`config.mk`:
```
export PLATFORM = sky130hd
export DESIGN_NAME = branch_resolver
export DESIGN_NICKNAME = d
export VERILOG_FILES = /design/src/rtl/branch_resolver.sv
export SDC_FILE = /design/constraint.sdc
export NUM_CORES = 1
export LEC_CHECK = 0
export ABC_CLOCK_PERIOD_IN_PS = 8600
export CORE_AREA = 4 4 307 309
export DETAILED_ROUTE_END_ITERATION = 8
export DIE_AREA = 0 0 311 313
export PLACE_DENSITY = 0.73
export SLEW_MARGIN = 25
export SYNTH_ARGS = -nofsm -noshare
export SYNTH_HDL_FRONTEND = slang
export SYNTH_SLANG_ARGS = --single-unit
```
`constraint.sdc`:
```
create_clock -name clk -period 8.6 [get_ports clk]
set_clock_uncertainty 0.2 [all_clocks]
set_input_delay 2.15 -clock clk [delete_from_list [all_inputs] [get_ports clk]]
set_output_delay 2.15 -clock clk [all_outputs]
set_load 0.01 [all_outputs]
```
`src/rtl/branch_resolver.sv`:
```
// In-order branch resolution buffer: fetch allocates, the branch ALU resolves out of order,
// entries retire in program order and a mispredicted retire flushes the whole buffer.
module branch_resolver #(
    parameter int DEPTH = 8,
    parameter int TAG_W = 3
) (
    input  logic             clk,
    input  logic             rst,
    input  logic             ena,
    input  logic             in_alloc_valid,
    input  logic [31:0]      in_alloc_pc,
    input  logic             in_alloc_pred_taken,
    input  logic [31:0]      in_alloc_pred_target,
    output logic [TAG_W-1:0] out_alloc_tag,
    output logic             out_full,
    input  logic             in_res_valid,
    input  logic [TAG_W-1:0] in_res_tag,
    input  logic             in_res_taken,
    input  logic [31:0]      in_res_target,
    output logic             out_branch_valid,
    output logic             out_branch_taken,
    output logic [31:0]      out_branch_pc,
    output logic [31:0]      out_correct_address,
    output logic             out_misbranch
);

    localparam logic [TAG_W:0]   FULL_COUNT = (TAG_W+1)'(DEPTH);
    localparam logic [TAG_W:0]   CNT_ONE    = (TAG_W+1)'(1);
    localparam logic [TAG_W-1:0] TAG_ONE    = TAG_W'(1);

    logic             valid_r       [DEPTH];
    logic             done_r        [DEPTH];
    logic [31:0]      pc_r          [DEPTH];
    logic [31:0]      pred_target_r [DEPTH];
    logic             taken_r       [DEPTH];
    logic [31:0]      corr_r        [DEPTH];
    logic [TAG_W-1:0] head_r;
    logic [TAG_W-1:0] tail_r;
    logic [TAG_W:0]   count_r;

    logic full_s;
    logic retire_s;
    logic mis_s;
    logic alloc_s;
    logic res_s;
    logic unused_pred_taken_s;

    // The misbranch decision compares addresses only, so the taken bit of the prediction is redundant.
    assign unused_pred_taken_s = in_alloc_pred_taken;

    assign full_s        = (count_r == FULL_COUNT);
    assign out_full      = full_s;
    assign out_alloc_tag = tail_r;

    // A mispredicted retire doubles as the flush and suppresses same-edge allocate/resolve.
    assign retire_s = ena && valid_r[head_r] && done_r[head_r];
    assign mis_s    = retire_s && (corr_r[head_r] != pred_target_r[head_r]);
    assign alloc_s  = ena && in_alloc_valid && !full_s && !mis_s;
    assign res_s    = ena && in_res_valid && valid_r[in_res_tag] && !done_r[in_res_tag] && !mis_s;

    // Entry storage, pointers, occupancy and registered retire outputs.
    always_ff @(posedge clk) begin
        if (rst) begin
            for (int i = 0; i < DEPTH; i++) begin
                valid_r[i]       <= 1'b0;
                done_r[i]        <= 1'b0;
                pc_r[i]          <= 32'd0;
                pred_target_r[i] <= 32'd0;
                taken_r[i]       <= 1'b0;
                corr_r[i]        <= 32'd0;
            end
            head_r              <= '0;
            tail_r              <= '0;
            count_r             <= '0;
            out_branch_valid    <= 1'b0;
            out_branch_taken    <= 1'b0;
            out_branch_pc       <= 32'd0;
            out_correct_address <= 32'd0;
            out_misbranch       <= 1'b0;
        end else begin
            out_branch_valid <= retire_s;
            out_misbranch    <= mis_s;
            if (retire_s) begin
                out_branch_taken    <= taken_r[head_r];
                out_branch_pc       <= pc_r[head_r];
                out_correct_address <= corr_r[head_r];
            end

            if (mis_s) begin
                for (int i = 0; i < DEPTH; i++) begin
                    valid_r[i] <= 1'b0;
                end
                head_r  <= '0;
                tail_r  <= '0;
                count_r <= '0;
            end else begin
                if (alloc_s) begin
                    valid_r[tail_r]       <= 1'b1;
                    done_r[tail_r]        <= 1'b0;
                    pc_r[tail_r]          <= in_alloc_pc;
                    pred_target_r[tail_r] <= in_alloc_pred_target;
                    tail_r                <= tail_r + TAG_ONE;
                end
                if (res_s) begin
                    done_r[in_res_tag]  <= 1'b1;
                    taken_r[in_res_tag] <= in_res_taken;
                    corr_r[in_res_tag]  <= in_res_taken ? in_res_target
                                                        : pc_r[in_res_tag] + 32'd4;
                end
                if (retire_s) begin
                    valid_r[head_r] <= 1'b0;
                    head_r          <= head_r + TAG_ONE;
                end
                case ({alloc_s, retire_s})
                    2'b10:   count_r <= count_r + CNT_ONE;
                    2'b01:   count_r <= count_r - CNT_ONE;
                    default: count_r <= count_r;
                endcase
            end
        end
    end

endmodule
```
# Word level (Yosys, flattened, before mapping)
# Memory sizes are Yosys's and may differ from the RTL's. A register that Yosys moved wholly into a read port is not among the register bits.
# Index checks and enable logic that the tools add are counted.
[classes]
muxes = 59
bitwise = 8
reduce_logical = 23
addsub = 5
n_eq_ne = 4
[op_table]
columns = ["op", "count"]
rows = [
  ["two-way mux 32 bit", 4],
  ["OR reduction 32 bit", 3],
  ["two-way mux 3 bit", 16],
  ["two-way mux 1 bit", 38],
  ["adder 32 x 3 -> 32 bit (second input constant)", 1],
  ["inequality test 32 bit", 1],
  ["logical AND 1 bit", 10],
  ["bitwise OR 1 bit", 8],
  ["one-hot mux 4 bit (2 select lines)", 1],
  ["adder 3 x 1 -> 3 bit (second input constant)", 2],
  ["OR reduction 1 bit", 5],
  ["adder 4 x 1 -> 4 bit (second input constant)", 1],
  ["== test 4 bit (second input constant)", 1],
  ["subtractor 4 x 1 -> 4 bit (second input constant)", 1],
  ["logical NOT 1 bit", 3],
  ["== test 2 x 1 -> 1 bit (second input constant)", 1],
  ["== test 2 bit (second input constant)", 1],
  ["nonzero test 2 bit", 1],
  ["OR reduction 2 bit", 1],
]
[totals]
register_bits = 44
n_memories = 6
mem_bits_rw = 792
output_inout_bits = 71
input_bits = 106
[memory_table]
columns = ["name", "words", "width", "rd", "rd_clocked_by_memory_dff", "wr", "line_no", "source"]
rows = [
  ["corr_r", 8, 32, 1, 1, 8, "36", "logic [31:0] corr_r [DEPTH];"],
  ["pc_r", 8, 32, 2, 1, 8, "33", "logic [31:0] pc_r [DEPTH];"],
  ["pred_target_r", 8, 32, 1, 1, 8, "34", "logic [31:0] pred_target_r [DEPTH];"],
  ["done_r", 8, 1, 2, 1, 8, "32", "logic done_r [DEPTH];"],
  ["taken_r", 8, 1, 1, 1, 8, "35", "logic taken_r [DEPTH];"],
  ["valid_r", 8, 1, 2, 1, 8, "31", "logic valid_r [DEPTH];"],
]

# Depth between registers and ports, before layout
# Gate-level depths: netlist of run 1.
[logic_depth]
ltp_word = 11
depth_mapped = 20
ltp_nobuf = 15

# Least setup slack after synthesis of run 1
# No wires, ideal clock.
[synth_path]
path_type = "input port to flip-flop"
start = "input in_res_tag[1]"
end = "memory corr_r[7][0] (enable)"
path_buffers = 6
path_slack_ns = 2.852
cell_stages = 11
setup_time_ns = 0.395
arrival_ns = 5.153
required_ns = 8.005
cell_sequence = "buf_4 -> buf_6 -> buf_6 -> buf_6 -> buf_2 -> buf_4 -> a311oi_1 -> a21oi_1 -> a2111oi_4 -> o2111ai_2 -> nand2b_1"
[synth_lines]
columns = ["element", "line_no", "source"]
rows = [
  ["start, declared", "17", "input logic [TAG_W-1:0] in_res_tag,"],
  ["end, declared", "36", ""],
]

==> tab_implementation.tex, run 1 <==
\begin{tabular}{lr}
\hline
Metric & Value \\
\hline
\multicolumn{2}{l}{\textbf{Run status}} \\
Result of the run & complete, no violations \\
\multicolumn{2}{l}{\textbf{Synth}} \\
Commonest cells in the netlist & 776 x edfxtp\_1, 625 x nor2\_1, 269 x and3\_1, 181 x mux4\_2, 138 x mux2i\_1 \\
Cell area after technology mapping & 41000 um\^{}2 \\
Distinct cell type count after synthesis & 74 \\
EDFF count, synth & around 780 \\
Yosys reg bits & 872 \\
Post-synth net total & between 3000 and 4000 \\
Post-synthesis instance total & $\sim$3100 \\
Library cell with the highest instance count after synthesis & edfxtp\_1 \\
Top cells by area in the synthesized netlist & edfxtp\_1 57\%, mux4\_2 9.9\%, nor2\_1 5.7\% \\
Cell taking the most area after synthesis & edfxtp\_1 \\
Fraction of the yosys area taken by sequential cells & 61.5\% \\
Dominant register cell in the synthesized netlist & edfxtp\_1 \\
Post-synth top area share & 56.8\% \\
Async set-reset flop share out of synthesis & 0\% \\
Number of warnings reported in the yosys synthesis log & 0 \\
Synthesized area per cell & $\sim$13 um\^{}2 \\
\multicolumn{2}{l}{\textbf{Floorplan}} \\
Die outline height & between 300 and 400 um \\
Top-level port count & 177 \\
Standard cell core area & 91400 um\^{}2 \\
Initial Util & between 40 and 50\% \\
Site Rows & $\sim$110 \\
Die X-Extent & 311 um \\
Die ar. & 97300 um\^{}2 \\
\multicolumn{2}{l}{\textbf{STA}} \\
Worst Hold Slack & 284 ps \\
Post-route minimum period & about 6400 ps \\
Fin Setup TNS & 0 ps \\
Fmax & 0.156 GHz \\
Part of the cycle the worst path needs & 74.7\% \\
Final setup violation count & 0 \\
Final number of max-transition violations & 0 \\
Setup repair after global routing missed its margin & false \\
Remaining max-slew budget at the tightest pin & a little under a fifth \\
Final Hold Viols & 0 \\
Final setup slack of the worst path & roughly 2200 ps \\
Transition time at the pin with the least slew margin & between 1000 and 1500 ps \\
\multicolumn{2}{l}{\textbf{Worst setup path}} \\
Worst reg-to-reg path cell count & 12 \\
Cell mode on critical path & buf\_4 \\
Highest-delay cell along the critical path & dfxtp\_4 \\
Crit path largest cell delay & 880 ps \\
Startpoint types & flop \\
WP data arrival & approximately 6500 ps \\
Required time of the worst setup path & 8710 ps \\
Setup CP Type & flop to flop \\
Reg-to-reg slack, setup & $\sim$2200 ps \\
CP Cell Sequence & buf\_4 -> buf\_4 -> mux4\_2 -> mux2i\_1 -> xor2\_1 -> nor4\_1 -> nand4\_1 -> nor2\_4 -> buf\_4 -> o21ai\_4 -> nand2b\_4 -> buf\_4 \\
Capture instance of the worst register-to-register path & pc\_r[7][27] \\
Kind of cell with the highest combined delay on the critical path & simple AND/OR/NAND/NOR gates \\
Max FO, Critical Path & 40 \\
Count of buffering cells on the critical path with inverters included & 4 \\
Crit. End Element & flop \\
\multicolumn{2}{l}{\textbf{Drt}} \\
Vias per inst & between 6 and 7 \\
Post-route DRC & 0 \\
Initial DRC count & 3721 \\
Total wire length after detailed routing & 129 mm \\
Total via count in the routed design & $\sim$28000 \\
TritonRoute pass-1 iters & 6 \\
Final antenna-violating net count & 0 \\
Average routed wire per standard cell & 29.2 um \\
\multicolumn{2}{l}{\textbf{Worst hold path}} \\
Endpoint of the worst hold-timing path & done\_r[5] \\
Cells on Worst Hold Path & 2 \\
Worst min-delay path startpoint & done\_r[5] \\
Path category of the worst min-delay check & flop to flop \\
\multicolumn{2}{l}{\textbf{CTS}} \\
Clock-pin slew reported for the worst setup and hold paths after clock tree synthesis & $\sim$60 ps \\
Clock Root Buffer & clkbuf\_16 \\
H-tree lvl count & 3 \\
Hold-fix buffers at CTS & 0 \\
\# clock sinks & 872 \\
Clk\_lat worst skew & 660 ps \\
Maximum buffer depth of the clock tree & 3 \\
Post\_cts resized & 0 \\
Post-CTS repair timing setup buffer count & 0 \\
Clock buffers created by TritonCTS & between 80 and 90 \\
Clock tree from TritonCTS & built \\
\multicolumn{2}{l}{\textbf{Layout}} \\
Share of final-layout standard cells stronger than drive strength 1 & 15.8\% \\
Net count reported at finish & 3260 \\
Share of the core filled with cells & 51.3\% \\
Syn-to-layout area delta & 14.3\% \\
\multicolumn{2}{l}{\textbf{GRT}} \\
Pin count of the biggest net entering global routing & 169 \\
Vias in the first global route & 27448 \\
Aggregate global routing overflow & 0 \\
Number of antenna violations at the first check in global routing & 10 \\
Global Route Usage Sum & 25.8\% \\
Wire length of the first global-routing pass & 185 mm \\
\multicolumn{2}{l}{\textbf{Power and ir drop}} \\
Switching portion of total power & between 20\% and 30\% \\
Final Total Pwr & 9.27 mW \\
Internal power consumption & approximately 7 mW \\
Switching power of the nets & 2.15 mW \\
Logic pwr share & about 7.3\% \\
Pwr Density & 198 nW/um\^{}2 \\
Clock power frac & between 40 and 50\% \\
Worst ir drop on vdd & roughly 0.00015 V \\
Proportion of power drawn by flip-flops and latches & between 50\% and 60\% \\
Leakage power figure & 16.5 nW \\
\multicolumn{2}{l}{\textbf{Placement}} \\
Post-DP HPWL & 73.8 mm \\
DP Worst Slack & 1820 ps \\
Number of buffers inserted by port buffering & between 150 and 200 \\
RePlAce Congestion & 0.829 \\
\multicolumn{2}{l}{\textbf{Job}} \\
Max-cap violation count & 0 \\
\hline
\end{tabular}
==> power by group through the flow <==
stage	combinational, mW	sequential, mW	clock (mW)
finish	0.677	4.80	3.79
CTS	0.662	4.80	3.81
global placement	0.651	4.88	0
global route	0.704	4.81	3.99
floorplan	0.365	4.87	0
detailed placement	0.659	4.89	0
==> metal layers <==
metal | up-vias | track usage, % | part of all wire (%)
met4 | 8 | 10.6 | 4.1
met2 | 1870 | 41.3 | 47
met1 | 13888 | 33.1 | 36
met3 | 324 | 7.80 | 13
li1 | 11741 | - | -
met5 | - | 0 | 0.043
==> sequential cells by signal, indices dropped and copies added (netlist names), 4 cells and up, named ones only <==
| signal | count |
|---|---|
| taken_r | 8 |
| done_r | 8 |
| out_branch_pc | 32 |
| count_r | 4 |
| corr_r | 256 |
| pc_r | 256 |
| valid_r | 8 |
| pred_target_r | 256 |
| out_correct_address | 32 |
==> worst reg2reg max path: stages, from the launching register on <==
cell and delay (ps):
dfxtp_4 880, buf_4 550, buf_4 310, mux4_2 530
mux2i_1 180, xor2_1 90, nor4_1 540, nand4_1 480
nor2_4 700, buf_4 360, o21ai_4 90, nand2b_4 740
buf_4 420
==> cells in the final DEF, fill, tap and decap left out, types with 31 or more instances in the layout <==
| cell | n |
|---|---|
| clkbuf_16 | 92 |
| dfxtp_1 | 90 |
| nand2_1 | 90 |
| mux4_2 | 181 |
| clkdlybuf4s50_1 | 171 |
| nor2_1 | 624 |
| nand2b_1 | 77 |
| and3_1 | 269 |
| xor2_1 | 43 |
| mux2_2 | 52 |
| mux2i_1 | 135 |
| a21oi_1 | 31 |
| a211oi_1 | 49 |
| o21ai_0 | 36 |
| buf_4 | 66 |
| edfxtp_1 | 776 |
==> stage by stage <==
stage	cell area [um^2]	cells
2_1_floorplan	41000	3061
6_report	46900	4411
3_5_place_dp	44000	4245
3_3_place_gp	44000	4244
5_1_grt	46900	4405
4_1_cts	46800	4405
==> area by class of cell <==
| cell class | count | area (um^2) |
|---|---|---|
| Clock buffer | 129 | 2540 |
| Tap cell | 1186 | 1480 |
| Timing Repair Buffer | 251 | 2460 |
| Antenna cell | 6 | 15.0 |
| Fill cell | 7498 | 44500 |
| Sequential cell | 872 | 25200 |
| Inverter | 26 | 104 |
| Clock inverter | 31 | 302 |
| Multi-Input combinational cell | 1910 | 14700 |
==> worst max path at each step <==
stage,depth (start not counted),slack (ps),from,end
6_report,12,2180,flop,pc_r[7][27]
2_1_floorplan,11,2850,in_res_tag[1],corr_r[7][0]
3_5_place_dp,11,1820,in_res_tag[2],corr_r[3][23]
3_3_place_gp,11,1910,in_res_tag[2],corr_r[3][23]
4_1_cts,12,2050,flop,pc_r[7][28]
5_1_grt,11,1840,flop,pc_r[7][28]
==> logic make-up (layout without fill, tap and decap cells) <==
logic type,after synthesis,in the layout,share of synthesized area (%)
buffers and inverters,279,437,3.17
adder cells (fa/ha/maj),7,7,0.232
multiplexers,373,373,14.9
XOR/XNOR,59,59,1.26
other,0,6,0
flip-flops,872,872,61.5
AO/OA/AOI/OAI,294,294,5.42
AND/OR/NAND/NOR,1177,1177,13.5
Note: power is estimated with default switching activity, not from simulation.
==> run 2: changes to the inputs <==
Settings changed: ABC_CLOCK_PERIOD_IN_PS 8600 to 5950.
Clock period 8.6 ns to 5.95 ns, I/O delays scaled along.
==> tab_implementation.tex, run 2 (same netlist as run 1, synthesis figures left out) <==
\begin{tabular}{lr}
\hline
Metric & Value \\
\hline
\multicolumn{2}{l}{\textbf{Placement}} \\
Number of buffers inserted by port buffering & 175 (unchanged) \\
Post-DP HPWL & 75.5 mm (+2.4\%) \\
RePlAce Congestion & 0.856 (+3.3\%) \\
DP Worst Slack & 473 ps (-1340 ps) \\
Placed insts & 4324 (+1.9\%) \\
Placed inst area & 44800 um\^{}2 (+1.9\%) \\
\multicolumn{2}{l}{\textbf{Layout}} \\
Most common library cell in the layout ignoring fill and taps & edfxtp\_1 \\
Fin cells & 4492 (+1.8\%) \\
Registers with the highest flip-flop counts & corr\_r: 256 flops, pc\_r: 256 flops, pred\_target\_r: 256 flops \\
Multi-input gate area & 14700 um\^{}2 (-0.16\%) \\
Reg area & 25200 um\^{}2 (unchanged) \\
Share of final-layout standard cells stronger than drive strength 1 & 17.6\% (+1.8 points) \\
Net count reported at finish & 3340 (+2.5\%) \\
Filler cells & 7461 (-0.49\%) \\
Most used cells in the layout excluding fill and tap cells & 776 x edfxtp\_1, 624 x nor2\_1, 269 x and3\_1 \\
Post-route standard cell area excluding fillers & 47600 um\^{}2 (+1.6\%) \\
Syn-to-layout area delta & 16.2\% \\
Share of the core filled with cells & 52.1\% (+0.84 points) \\
\multicolumn{2}{l}{\textbf{STA}} \\
Final number of max-transition violations & 0 (unchanged) \\
Remaining max-slew budget at the tightest pin & 26.5\% (+7.6 points) \\
Fmax & 0.194 GHz (+24\%) \\
Post-route minimum period & 5160 ps (-1260 ps) \\
Fin Setup TNS & 0 ps (unchanged) \\
Final setup slack of the worst path & 790 ps (-1390 ps) \\
Final Hold Viols & 0 (unchanged) \\
Part of the cycle the worst path needs & 86.7\% (+12 points) \\
Transition time at the pin with the least slew margin & 1100 ps (-109 ps) \\
Final setup violation count & 0 (unchanged) \\
Setup repair after global routing missed its margin & false \\
\multicolumn{2}{l}{\textbf{GRT}} \\
Vias in the first global route & 28240 (+2.9\%) \\
Aggregate global routing overflow & 0 (unchanged) \\
Global Route Usage Sum & 25.7\% (-0.12 points) \\
Wire length of the first global-routing pass & 186 mm (+0.24\%) \\
Number of antenna violations at the first check in global routing & 9 (-1) \\
Pin count of the biggest net entering global routing & 137 (-19\%) \\
\multicolumn{2}{l}{\textbf{Worst setup path}} \\
WP data arrival & 5490 ps (-1040 ps) \\
Worst reg-to-reg path cell count & 16 (+4) \\
Max FO, Critical Path & 37 (-7.5\%) \\
Reg-to-reg slack, setup & 790 ps (-1390 ps) \\
Crit. End Element & flop \\
CP Cell Sequence & buf\_12 -> mux4\_2 -> mux2i\_1 -> xor2\_1 -> nor4\_1 -> nand4\_1 -> nor2\_4 -> o21ai\_0 -> ha\_1 -> ha\_1 -> a21o\_1 -> a21oi\_1 -> xnor2\_1 -> nor2\_1 -> xnor2\_1 -> nor2\_1 \\
Setup CP Type & flop to flop \\
Startpoint types & flop \\
Crit path largest cell delay & 590 ps (-290 ps) \\
Timing endpoint of the critical path & count\_r[3] \\
Highest-delay cell along the critical path & dfxtp\_4 \\
Capture instance of the worst register-to-register path & count\_r[3] \\
Required time of the worst setup path & 6280 ps (-2430 ps) \\
\multicolumn{2}{l}{\textbf{Floorplan}} \\
Initial Util & 44.9\% (unchanged) \\
Site Rows & 111 (unchanged) \\
Die ar. & 97300 um\^{}2 (unchanged) \\
Top-level port count & 177 (unchanged) \\
Standard cell core area & 91400 um\^{}2 (unchanged) \\
Die X-Extent & 311 um (unchanged) \\
Die outline height & 313 um (unchanged) \\
\multicolumn{2}{l}{\textbf{Drt}} \\
Average routed wire per standard cell & 28.4 um (-2.6\%) \\
Initial DRC count & 3527 (-5.2\%) \\
Vias per inst & 6.30 (-0.10\%) \\
Total via count in the routed design & 28313 (+1.7\%) \\
TritonRoute pass-1 iters & 5 (-1) \\
Total wire length after detailed routing & 128 mm (-0.77\%) \\
Post-route DRC & 0 (unchanged) \\
Final antenna-violating net count & 0 (unchanged) \\
\multicolumn{2}{l}{\textbf{CTS}} \\
Clock-pin slew reported for the worst setup and hold paths after clock tree synthesis & 60 ps (about the same) \\
Clock Root Buffer & clkbuf\_16 \\
H-tree lvl count & 3 (unchanged) \\
\# clock sinks & 872 (unchanged) \\
Hold-fix buffers at CTS & 0 (unchanged) \\
Post-CTS repair timing setup buffer count & 0 (unchanged) \\
Clock buffers created by TritonCTS & 87 (+1.2\%) \\
Maximum buffer depth of the clock tree & 3 (unchanged) \\
Post\_cts resized & 0 (unchanged) \\
Clk\_lat worst skew & 670 ps (about the same) \\
Clock tree from TritonCTS & built \\
\multicolumn{2}{l}{\textbf{Job}} \\
Max-cap violation count & 0 (unchanged) \\
\multicolumn{2}{l}{\textbf{Power and ir drop}} \\
Pwr Density & 281 nW/um\^{}2 (+42\%) \\
Leakage power figure & 16.9 nW (+2.7\%) \\
Worst ir drop on vdd & 0.000202 V (+39\%) \\
\multicolumn{2}{l}{\textbf{Run status}} \\
Result of the run & complete, no violations \\
\multicolumn{2}{l}{\textbf{Worst hold path}} \\
Path category of the worst min-delay check & flop to flop \\
\hline
\end{tabular}
-- run 2: changes by cell type in the layout (fill, tap and decap cells not counted), moves of 3 or more --
cell        change
clkinv_2        +3
buf_4          +60
clkbuf_16       -5
clkbuf_8        -4
clkinv_1       +11
buf_12         +22
clkbuf_1        -6
clkinvlp_4      -3
-- run 2: where the power goes --
group / leakage [nW] / internal [mW] / switching [mW]
clock network: 1.38 / 3.03 / 2.39
logic: 6.73 / 0.369 / 0.663
registers: 8.81 / 6.86 / 0.0798
-- run 2: per-layer routing --
metal / global-route usage, % / routed length, um / vias to the layer above
met2: 40.3 / 58500 / 1836
met5: 0 / 62 / -
met1: 33.9 / 47300 / 14166
met4: 11.1 / 5790 / 8
met3: 7.15 / 16000 / 392
li1: - / - / 11911
-- run 2: area by class of cell --
class	instances	area share (%)
sequential	872	53.0
multi-input combinational	1910	30.9
timing repair buffer	330	6.93
clock buffer	116	4.94
tap	1186	3.11
clock inverter	46	0.932
inverter	26	0.218
antenna	6	0.0315
-- run 2: critical path, delay by kind of cell, from the launching register on --
family,cells,cell delay [ps]
AOI/OAI and AO/OA,3,470
xor gates and xnor gates,3,430
adders and majority gates,2,540
buffers and inverters,1,340
DFF,1,590
muxes,2,1020
and+or+nand+nor,5,1360
-- run 2: per-stage QoR --
step / total power [mW] / hold slack (ps)
2_1_floorplan: 7.57 / 248
3_3_place_gp: 8.05 / 276
3_5_place_dp: 8.08 / 281
4_1_cts: 13.4 / 291
5_1_grt: 13.7 / 307
6_report: 13.4 / 298
-- run 2: worst min-delay path by stage --
stage | start | end | slack (ps) | cells after the start
finish | done_r[5] | done_r[5] | 300 | 2
global route | done_r[5] | done_r[5] | 310 | 2
CTS | done_r[7] | done_r[7] | 290 | 2
global placement | done_r[7] | done_r[7] | 280 | 2
detailed placement | done_r[7] | done_r[7] | 280 | 2
floorplan | done_r[7] | done_r[7] | 250 | 2
